[src/rtl/mem_stage.sv]
// Memory-access stage: issues one data-memory request per instruction, waits for
// the response, aligns/merges byte lanes and hands a one-cycle result to writeback.
module mem_stage #(
    parameter int unsigned REGISTER_WIDTH = 5,
    parameter int unsigned DATA_WIDTH     = 32,
    parameter int unsigned ADDR_WIDTH     = 32
) (
    input  logic                      clk_i,
    input  logic                      rst_i,
    input  logic                      valid_i,
    input  logic                      is_load_i,
    input  logic                      is_store_i,
    input  logic                      is_byte_i,
    input  logic                      reg_wr_en_i,
    input  logic [REGISTER_WIDTH-1:0] wr_reg_i,
    input  logic [DATA_WIDTH-1:0]     alu_result_i,
    input  logic [DATA_WIDTH-1:0]     store_data_i,
    output logic                      stall_o,
    output logic                      mem_req_o,
    output logic                      mem_we_o,
    output logic [ADDR_WIDTH-1:0]     mem_addr_o,
    output logic [3:0]                mem_be_o,
    output logic [DATA_WIDTH-1:0]     mem_wdata_o,
    input  logic                      mem_ready_i,
    input  logic [DATA_WIDTH-1:0]     mem_rdata_i,
    output logic                      valid_o,
    output logic                      reg_wr_en_o,
    output logic [REGISTER_WIDTH-1:0] wr_reg_o,
    output logic [DATA_WIDTH-1:0]     alu_result_o,
    output logic [DATA_WIDTH-1:0]     data_from_mem_o,
    output logic                      is_load_o,
    output logic                      misalign_o
);

    typedef enum logic [1:0] {S_IDLE, S_WAIT, S_RESP} state_e;

    state_e                    state_q, state_d;
    logic                      req_q, req_d, we_q, we_d;
    logic [ADDR_WIDTH-1:0]     addr_q, addr_d;
    logic [3:0]                be_q, be_d;
    logic [DATA_WIDTH-1:0]     wdata_q, wdata_d, rdata_q, rdata_d;
    logic                      valid_q, valid_d, mis_q, mis_d;
    logic                      out_rwe_q, out_rwe_d, out_ld_q, out_ld_d;
    logic [REGISTER_WIDTH-1:0] out_reg_q, out_reg_d;
    logic [DATA_WIDTH-1:0]     out_alu_q, out_alu_d;

    // Transaction fields captured at acceptance
    logic                      lat_ld_q, lat_ld_d, lat_st_q, lat_st_d, lat_byte_q, lat_byte_d;
    logic                      lat_rwe_q, lat_rwe_d, lat_mis_q, lat_mis_d;
    logic [REGISTER_WIDTH-1:0] lat_reg_q, lat_reg_d;
    logic [DATA_WIDTH-1:0]     lat_alu_q, lat_alu_d;

    logic [1:0] in_off;
    logic       in_mem_op, in_mis;

    assign in_off    = alu_result_i[1:0];
    assign in_mem_op = is_load_i | is_store_i;
    assign in_mis    = in_mem_op & ~is_byte_i & (in_off != 2'b00);

    always_comb begin
        state_d    = state_q;
        req_d      = req_q;
        we_d       = we_q;
        addr_d     = addr_q;
        be_d       = be_q;
        wdata_d    = wdata_q;
        rdata_d    = rdata_q;
        valid_d    = 1'b0;
        mis_d      = 1'b0;
        out_rwe_d  = out_rwe_q;
        out_ld_d   = out_ld_q;
        out_reg_d  = out_reg_q;
        out_alu_d  = out_alu_q;
        lat_ld_d   = lat_ld_q;
        lat_st_d   = lat_st_q;
        lat_byte_d = lat_byte_q;
        lat_rwe_d  = lat_rwe_q;
        lat_mis_d  = lat_mis_q;
        lat_reg_d  = lat_reg_q;
        lat_alu_d  = lat_alu_q;

        case (state_q)
            S_IDLE: begin
                if (valid_i) begin
                    lat_ld_d   = is_load_i;
                    lat_st_d   = is_store_i;
                    lat_byte_d = is_byte_i;
                    lat_rwe_d  = reg_wr_en_i;
                    lat_mis_d  = in_mis;
                    lat_reg_d  = wr_reg_i;
                    lat_alu_d  = alu_result_i;
                    if (in_mem_op && !in_mis) begin
                        req_d   = 1'b1;
                        we_d    = is_store_i;
                        addr_d  = {alu_result_i[ADDR_WIDTH-1:2], 2'b00};
                        be_d    = is_byte_i ? (4'b0001 << in_off) : 4'hF;
                        wdata_d = is_byte_i ? {4{store_data_i[7:0]}} : store_data_i;
                        state_d = S_WAIT;
                    end else begin
                        rdata_d = '0;
                        state_d = S_RESP;
                    end
                end
            end
            S_WAIT: begin
                if (mem_ready_i) begin
                    req_d = 1'b0;
                    if (lat_st_q) begin
                        rdata_d = '0;
                    end else if (lat_byte_q) begin
                        rdata_d = DATA_WIDTH'(mem_rdata_i[{lat_alu_q[1:0], 3'b000} +: 8]);
                    end else begin
                        rdata_d = mem_rdata_i;
                    end
                    state_d = S_RESP;
                end
            end
            S_RESP: begin
                valid_d   = 1'b1;
                mis_d     = lat_mis_q;
                out_rwe_d = lat_rwe_q & ~lat_mis_q;
                out_ld_d  = lat_ld_q;
                out_reg_d = lat_reg_q;
                out_alu_d = lat_alu_q;
                state_d   = S_IDLE;
            end
            default: state_d = S_IDLE;
        endcase
    end

    always_ff @(posedge clk_i or negedge rst_i) begin
        if (!rst_i) begin
            state_q    <= S_IDLE;
            req_q      <= 1'b0;
            we_q       <= 1'b0;
            addr_q     <= '0;
            be_q       <= '0;
            wdata_q    <= '0;
            rdata_q    <= '0;
            valid_q    <= 1'b0;
            mis_q      <= 1'b0;
            out_rwe_q  <= 1'b0;
            out_ld_q   <= 1'b0;
            out_reg_q  <= '0;
            out_alu_q  <= '0;
            lat_ld_q   <= 1'b0;
            lat_st_q   <= 1'b0;
            lat_byte_q <= 1'b0;
            lat_rwe_q  <= 1'b0;
            lat_mis_q  <= 1'b0;
            lat_reg_q  <= '0;
            lat_alu_q  <= '0;
        end else begin
            state_q    <= state_d;
            req_q      <= req_d;
            we_q       <= we_d;
            addr_q     <= addr_d;
            be_q       <= be_d;
            wdata_q    <= wdata_d;
            rdata_q    <= rdata_d;
            valid_q    <= valid_d;
            mis_q      <= mis_d;
            out_rwe_q  <= out_rwe_d;
            out_ld_q   <= out_ld_d;
            out_reg_q  <= out_reg_d;
            out_alu_q  <= out_alu_d;
            lat_ld_q   <= lat_ld_d;
            lat_st_q   <= lat_st_d;
            lat_byte_q <= lat_byte_d;
            lat_rwe_q  <= lat_rwe_d;
            lat_mis_q  <= lat_mis_d;
            lat_reg_q  <= lat_reg_d;
            lat_alu_q  <= lat_alu_d;
        end
    end

    assign stall_o         = (state_q != S_IDLE);
    assign mem_req_o       = req_q;
    assign mem_we_o        = we_q;
    assign mem_addr_o      = addr_q;
    assign mem_be_o        = be_q;
    assign mem_wdata_o     = wdata_q;
    assign valid_o         = valid_q;
    assign misalign_o      = mis_q;
    assign reg_wr_en_o     = out_rwe_q;
    assign wr_reg_o        = out_reg_q;
    assign alu_result_o    = out_alu_q;
    assign data_from_mem_o = rdata_q;
    assign is_load_o       = out_ld_q;

endmodule

[config.mk]
export PLATFORM = sky130hd
export DESIGN_NAME = mem_stage
export DESIGN_NICKNAME = d
export VERILOG_FILES = /design/src/rtl/mem_stage.sv
export SDC_FILE = /design/constraint.sdc
export NUM_CORES = 1
export LEC_CHECK = 0
export CAP_MARGIN = 10
export CORE_MARGIN = 1
export CORE_UTILIZATION = 46
export DETAILED_ROUTE_END_ITERATION = 8
export PLACE_DENSITY = 0.92
export SYNTH_ARGS = -nofsm -noshare
export SYNTH_HDL_FRONTEND = slang
export SYNTH_SLANG_ARGS = --single-unit
export TNS_END_PERCENT = 100
[constraint.sdc]
create_clock -name clk_i -period 1.8 [get_ports clk_i]
set_input_delay 0.18 -clock clk_i [delete_from_list [all_inputs] [get_ports clk_i]]
set_output_delay 0.18 -clock clk_i [all_outputs]
set_load 0.02 [all_outputs]
==> summary.md, run 1 <==
| Metric | Value |
|---|---|
| H-tree depth reported by CTS | 4 |
| Synthesized cell area | between 7000 and 8000 sq um |
| Final Setup Violations | 0 |
| Design Power | around 17 mW |
| Filler Cells Inserted | between 1000 and 1500 |
| Clock sinks | between 150 and 200 |
| Max Slew Vio Count | 0 |
| TritonCTS clock tree | yes |
| Number of unique standard cell types used by synthesis | 32 |
| Detailed placer's ending HPWL | about 14 mm |
| Worst hold slack | approximately 0.27 ns |
| Die outline width | 128.9 um |
| Effective utilization at floorplan | 0.4681 |
| Clock tree root driver cell | clkbuf_16 |
| Global-route met3 utilization | 0.07568 |
| Post-CTS clock slew at the launch and capture registers of the worst setup and hold paths | approximately 0.060 ns |
| Period utilization | 0.9637 |
| Bufs on Longest Clock Path | 2 |
| Total DRC errors in the routed layout | 0 |
| Detail-routed via count per cell | 5.198 |
| Outcome | completed |
| Fraction of met2 tracks used by global routing | 0.4270 |
| ANT nets after route | 0 |
| Routed wire length | just under 20 mm |
| Number of hold-slack violations in the final timing report | 0 |
| Top Usage Layer GRT | met2 |
| Total of flip-flops plus latches after synthesis | approximately 190 |
| Startpoint of the worst-slack reg-to-reg timing path | state_q[1]$_DFFE_PN0P_ |
| Total global-route track usage | 0.2422 |
| Area added between synthesis and finish | 47.59% |
| Data required time at the worst endpoint | 2.09 ns |
| Post-synthesis instance total | 601 |
| Met1 track demand over resource | 0.2768 |
| Crit path arrival time | around 2 ns |
| Worst Setup End Kind | flip-flop |
| Buffer count from post-CTS setup fixing | 0 |
| Clock latency of the later-clocked register in the worst-skew pair | ~0.43 ns |
| Max_cap viols | 0 |
| Height of the die | between 100 and 150 um |
| Most frequently used cell type in the post-synthesis netlist | dfrtp_1 |
| Area enclosed by the die boundary | 16620 sq um |
| Number of synthesized flops with an enable pin | 0 |
| Setup repair after global routing missed its margin | no |
| Global-route wire length before repair | just over 30 mm |
| Drt first-iter violations | around 320 |
| Top FF cell, synth | dfrtp_1 |
| First drt pass iteration count | 4 |
| Reported leakage power | 4.883 nW |
| Floorplan core area | about 16000 sq um |
| Post-Route Utilization | 0.6908 |
| Area share of the leading cell type in the synthesized netlist | 0.6249 |
| Std cell rows | 46 |
| Critical-path maximum fanout | 13 |
| Least setup slack across all paths after layout | 0.06540 ns |
| Time the worst path needs with I/O delays and setup | around 1.7 ns |
| Highest ir drop seen on vdd | approximately 0.0007 V |
| Number of vias in the routed layout | 5702 |
| Total power per unit cell area | 1531 nW/um^2 |
| Avg Cell Area, Syn | between 10 and 15 sq um |
| R2R Path End | data_from_mem_o[2]$_DFFE_PN0P_ |
| Number of global-route vias before repair | between 5000 and 6000 |
| Largest clock skew in the final design | 0.01566 ns |
| I/O pins | ~250 |
| Antenna violations before repair | 0 |
| Post-place instance area | 10360 sq um |
| Achievable frequency | 576.5 MHz |
| Ratio of cells with drive above 1 in the final layout | 0.1873 |
| YS warnings | 0 |
| Kind of start point of the critical path | flip-flop |
| Global route overflow | 0 |
| Synth top area cells | dfrtp_1 (62%), mux2_2 (14%), nand2_1 (6.9%) |
| Share of synthesized area occupied by flip-flops and latches | 0.6249 |
| Crit path kind | reg2reg |
| Cell accounting for the most synthesized area | dfrtp_1 |
| Worst slack, placed | -0.1411 ns |
| Diodes inserted | 0 |
| NumNets Final | ~1000 |
| Cell area after layout | between 10000 and 15000 sq um |
| Port Buffer Count | 250 |
| Leading post-synthesis cells by instance count | dfrtp_1 (185), nand2_1 (137), mux2_2 (94) |
| R2r setup slk | around 0.065 ns |
| Maximum number of pins on one net before global-route repair | 45 |
| Hold crit path type | in2async |
| Cell depth of the worst flop-to-flop path | 5 |
| Routed len/inst | roughly 18 um |
| Num CTS Buffers | 17 |
| Async S/R FF share, synth | 1.000 |
| Final RePlAce weighted congestion | a little over 0.8 |
critical path, stage by stage (launching register included):
cell and delay [ns]:
dfrtp_1 0.46, or3b_2 0.49, buf_4 0.21, a21oi_1 0.16, buf_4 0.18, o22ai_1 0.09
cells by family (layout without fill, tap and decap cells):
logic type             count (synthesis)  after routing  share of synthesized area
buffers and inverters                 64            343                    0.03665
flip-flops                           185            185                     0.6249
other                                  1              2                  0.0005062
AND/OR/NAND/NOR                      153            153                    0.08597
multiplexers                         111            111                     0.1687
AO/OA/AOI/OAI                         87             87                    0.08326
final cells by class:
class | instances | area (sq um) | share of cell area
Clock buffer | 20 | 446.7 | 0.04085
Clock inverter | 12 | 117.6 | 0.01076
Inverter | 28 | 105.1 | 0.009612
Multi-Input combinational cell | 353 | 2526 | 0.2310
Sequential cell | 185 | 4629 | 0.4234
Tap cell | 216 | 270.3 | 0.02472
Timing Repair Buffer | 283 | 2839 | 0.2596
state kept, by name, indices dropped and copies added, names as in the netlist, 2 cells and up:
signal and flops:
alu_result_o 32, data_from_mem_o 32, lat_alu_q 32, mem_wdata_o 32, mem_addr_o 30, lat_reg_q 5, wr_reg_o 5, mem_be_o 4
state_q 2
power breakdown:
part	internal (mW)	leakage, nW	total (mW)	switching, mW
logic	3.45	2.32	6.68	3.23
clock network	1.96	0.264	3.56	1.60
registers	5.64	2.30	6.50	0.861
per-stage QoR:
step                      cells  setup TNS [ns]
final                      1097               0
after global placement     1064          -2.342
after global routing       1097               0
after floorplan             602               0
after CTS                  1097               0
after detailed placement   1064          -7.491
metal layers:
metal / part of all wire / wire length (um)
met1: 0.39 / 7618
met2: 0.52 / 10100
met3: 0.068 / 1324
met4: 0.020 / 383
met5: 0 / 0
placed cells by master, fill, tap and decap left out, types with 2 or more instances in the layout:
cell,count
clkdlybuf4s50_1,248
dfrtp_1,185
nand2_1,137
mux2_2,94
o21ai_0,40
inv_1,27
a32o_1,26
buf_4,25
mux2_1,17
clkbuf_16,17
o32ai_1,8
o22ai_1,8
buf_12,7
clkinvlp_4,4
clkinv_4,3
inv_6,3
or2_2,2
nand3b_1,2
nand2b_1,2
nor2_1,2
conb_1,2
clkbuf_1,2
clkbuf_8,2
worst max-delay path by stage:
| stage | from | end | slack, ns | depth (start not counted) |
|---|---|---|---|---|
| detailed placement | is_store_i | mem_addr_o[2]$_DFFE_PN0P_ | -0.14 | 5 |
| global route | state_q[1]$_DFFE_PN0P_ | data_from_mem_o[1]$_DFFE_PN0P_ | 0.0007 | 5 |
| global placement | is_store_i | mem_addr_o[14]$_DFFE_PN0P_ | -0.05 | 5 |
| floorplan | state_q[0]$_DFFE_PN0P_ | data_from_mem_o[17]$_DFFE_PN0P_ | 0.11 | 5 |
| finish | state_q[1]$_DFFE_PN0P_ | data_from_mem_o[2]$_DFFE_PN0P_ | 0.07 | 5 |
| CTS | state_q[0]$_DFFE_PN0P_ | stall_o | 0.002 | 3 |
what timing repair did:
action                                 in CTS  in global routing
gates cloned                                0                  0
endpoints found under the hold margin      38                  0
hold buffers                                1                  0
resized for setup                           2                  1
setup endpoints to repair                   1                  1
No activity file was read; power rests on OpenSTA's default activity.
==> inputs of run 2 (changes only) <==
--- a/config.mk
+++ b/config.mk
@@ -9,7 +9,7 @@
 export CORE_MARGIN = 1
 export CORE_UTILIZATION = 46
 export DETAILED_ROUTE_END_ITERATION = 8
-export PLACE_DENSITY = 0.92
+export PLACE_DENSITY = 0.81
 export SYNTH_ARGS = -nofsm -noshare
 export SYNTH_HDL_FRONTEND = slang
 export SYNTH_SLANG_ARGS = --single-unit
==> summary.md, run 2 (synthesis gave the netlist of run 1 again) <==
| Metric | Value |
|---|---|
| I/O pins | 253 (unchanged) |
| Outcome | completed |
| Detail-routed via count per cell | 5.155 (-0.82%) |
| Kind of start point of the critical path | flip-flop |
| Reg area | 4632 sq um (about the same) |
| Area of the multi-input gates | 2530 sq um (+0.15%) |
| Period utilization | 0.9707 (+0.007010) |
| Filler Cells Inserted | 1127 (+1.7%) |
| Routed len/inst | 17.85 um (+0.81%) |
| Global route overflow | 0 (unchanged) |
| Detailed placer's ending HPWL | 14.38 mm (+2.7%) |
| First drt pass iteration count | 5 (+1) |
| NumNets Final | 979 (+0.20%) |
| Height of the die | 128.9 um (unchanged) |
| Max_cap viols | 0 (unchanged) |
| Worst setup path startpoint | state_q[0]$_DFFE_PN0P_ |
| Most frequent cells in the layout | clkdlybuf4s50_1 (248), dfrtp_1 (183), nand2_1 (137) |
| Achievable frequency | 572.3 MHz (-0.72%) |
| Area enclosed by the die boundary | 16620 sq um (unchanged) |
| Port Buffer Count | 250 (unchanged) |
| Global-route wire length before repair | 30.93 mm (+1.2%) |
| Startpoint of the worst-slack reg-to-reg timing path | state_q[0]$_DFFE_PN0P_ |
| Setup total negative slack | 0 ns (unchanged) |
| Number of hold-slack violations in the final timing report | 0 (unchanged) |
| Std cell rows | 46 (unchanged) |
| Ratio of cells with drive above 1 in the final layout | 0.1873 (unchanged) |
| Clock sinks | 185 (unchanged) |
| Worst Setup End Kind | flip-flop |
| Die outline width | 128.9 um (unchanged) |
| Effective utilization at floorplan | 0.4681 (unchanged) |
| Area added between synthesis and finish | 47.98% |
| Drt first-iter violations | 371 (+18%) |
| Largest clock skew in the final design | 0.008691 ns (-0.006968 ns) |
| Final Setup Violations | 0 (unchanged) |
| Number of global-route vias before repair | 5968 (+0.64%) |
| Bufs on Longest Clock Path | 2 (unchanged) |
| Antenna violations before repair | 0 (unchanged) |
| Total global-route track usage | 0.2443 (+0.002123) |
| Clock latency of the later-clocked register in the worst-skew pair | 0.42 ns (about the same) |
| H-tree depth reported by CTS | 4 (unchanged) |
| Crit path arrival time | 2.02 ns (about the same) |
| Critical-path maximum fanout | 12 (-1) |
| Num CTS Buffers | 17 (unchanged) |
| Diodes inserted | 0 (unchanged) |
| Crit path kind | reg2reg |
| TritonCTS clock tree | yes |
| Floorplan core area | 15830 sq um (unchanged) |
| Maximum number of pins on one net before global-route repair | 81 (+80%) |
| Time the worst path needs with I/O delays and setup | 1.747 ns (+0.01262 ns) |
| Max Slew Vio Count | 0 (unchanged) |
| ANT nets after route | 0 (unchanged) |
| Number of vias in the routed layout | 5655 (-0.82%) |
| Post-CTS clock slew at the launch and capture registers of the worst setup and hold paths | 0.06 ns (about the same) |
| Clock tree root driver cell | clkbuf_16 |
| Total power per unit cell area | 1545 nW/um^2 (+0.91%) |
| Final RePlAce weighted congestion | 0.8743 (+7.7%) |
| Most common library cell in the layout ignoring fill and taps | clkdlybuf4s50_1 |
| Total DRC errors in the routed layout | 0 (unchanged) |
| Hold crit path type | in2async |
| Highest ir drop seen on vdd | 0.0008174 V (+17%) |
| Reported leakage power | 4.910 nW (+0.56%) |
| Design Power | 16.94 mW (+1.2%) |
| Routed wire length | 19.59 mm (+0.81%) |
| Data required time at the worst endpoint | 2.07 ns (-0.02 ns) |
==> run 2: metrics by stage <==
stage               hold slack (ns)  cell area [sq um]    util  instances  setup WS (ns)
detailed placement          0.08741              10330  0.6530       1062        -0.1664
global placement            0.08547              10330  0.6530       1062        -0.1411
CTS                          0.2140              10920  0.6900       1093        0.01881
finish                       0.2151              10960  0.6926       1097        0.05278
floorplan                   -0.1156               7412       -        602         0.1082
global route                 0.2405              10960  0.6926       1097       -0.01313
==> run 2: area by class of cell <==
class | count | area share
clock buffers | 22 | 0.04143
clock inverters | 8 | 0.01107
inverters | 28 | 0.009587
multi-input cells | 353 | 0.2308
flip-flops and latches | 185 | 0.4225
well taps | 216 | 0.02465
repair buffers | 285 | 0.2600
==> run 2: layer usage <==
metal  vias up  share of wire  track usage
met4         0          0.024      0.09896
met1      2809           0.39       0.2925
li1       2595              -            -
met3        40          0.062      0.06362
met5         -              0            0
met2       211           0.52       0.4203
==> run 2: worst paths after layout <==
path	end	slack (ns)	depth (start not counted)
setup reg to reg	data_from_mem_o[0]$_DFFE_PN0P_	0.05	5
hold reg to reg	lat_alu_q[16]$_DFFE_PN0P_	0.47	2
min in group clk_i	lat_reg_q[0]$_DFFE_PN0P_	0.30	3
setup / recovery	data_from_mem_o[0]$_DFFE_PN0P_	0.05	5
max in group asynchronous	state_q[1]$_DFFE_PN0P_	0.85	3
hold / removal	mem_wdata_o[21]$_DFFE_PN0P_	0.22	2
==> run 2: worst max-delay path, cell delays in order (launching register included) <==
cell and delay, ns:
dfrtp_2 0.44, or3b_2 0.52, buf_6 0.17, a21oi_1 0.16, buf_4 0.18, o22ai_1 0.12
==> run 2: power by group <==
part / internal (mW) / switching (mW) / leakage (nW)
Combinational: 3.46 / 3.26 / 2.34
Clock: 2.20 / 1.50 / 0.280
Sequential: 5.64 / 0.866 / 2.29
Total: 11.3 / 5.63 / 4.91
==> run 2: timing repair <==
action / 4_1_cts / 5_1_grt
gates resized for setup: 2 / 4
hold endpoints to repair: 31 / 0
setup endpoints to repair: 3 / 8
pin swaps: 0 / 2
buffers inserted: 0 / 4
hold buffers: 1 / 0
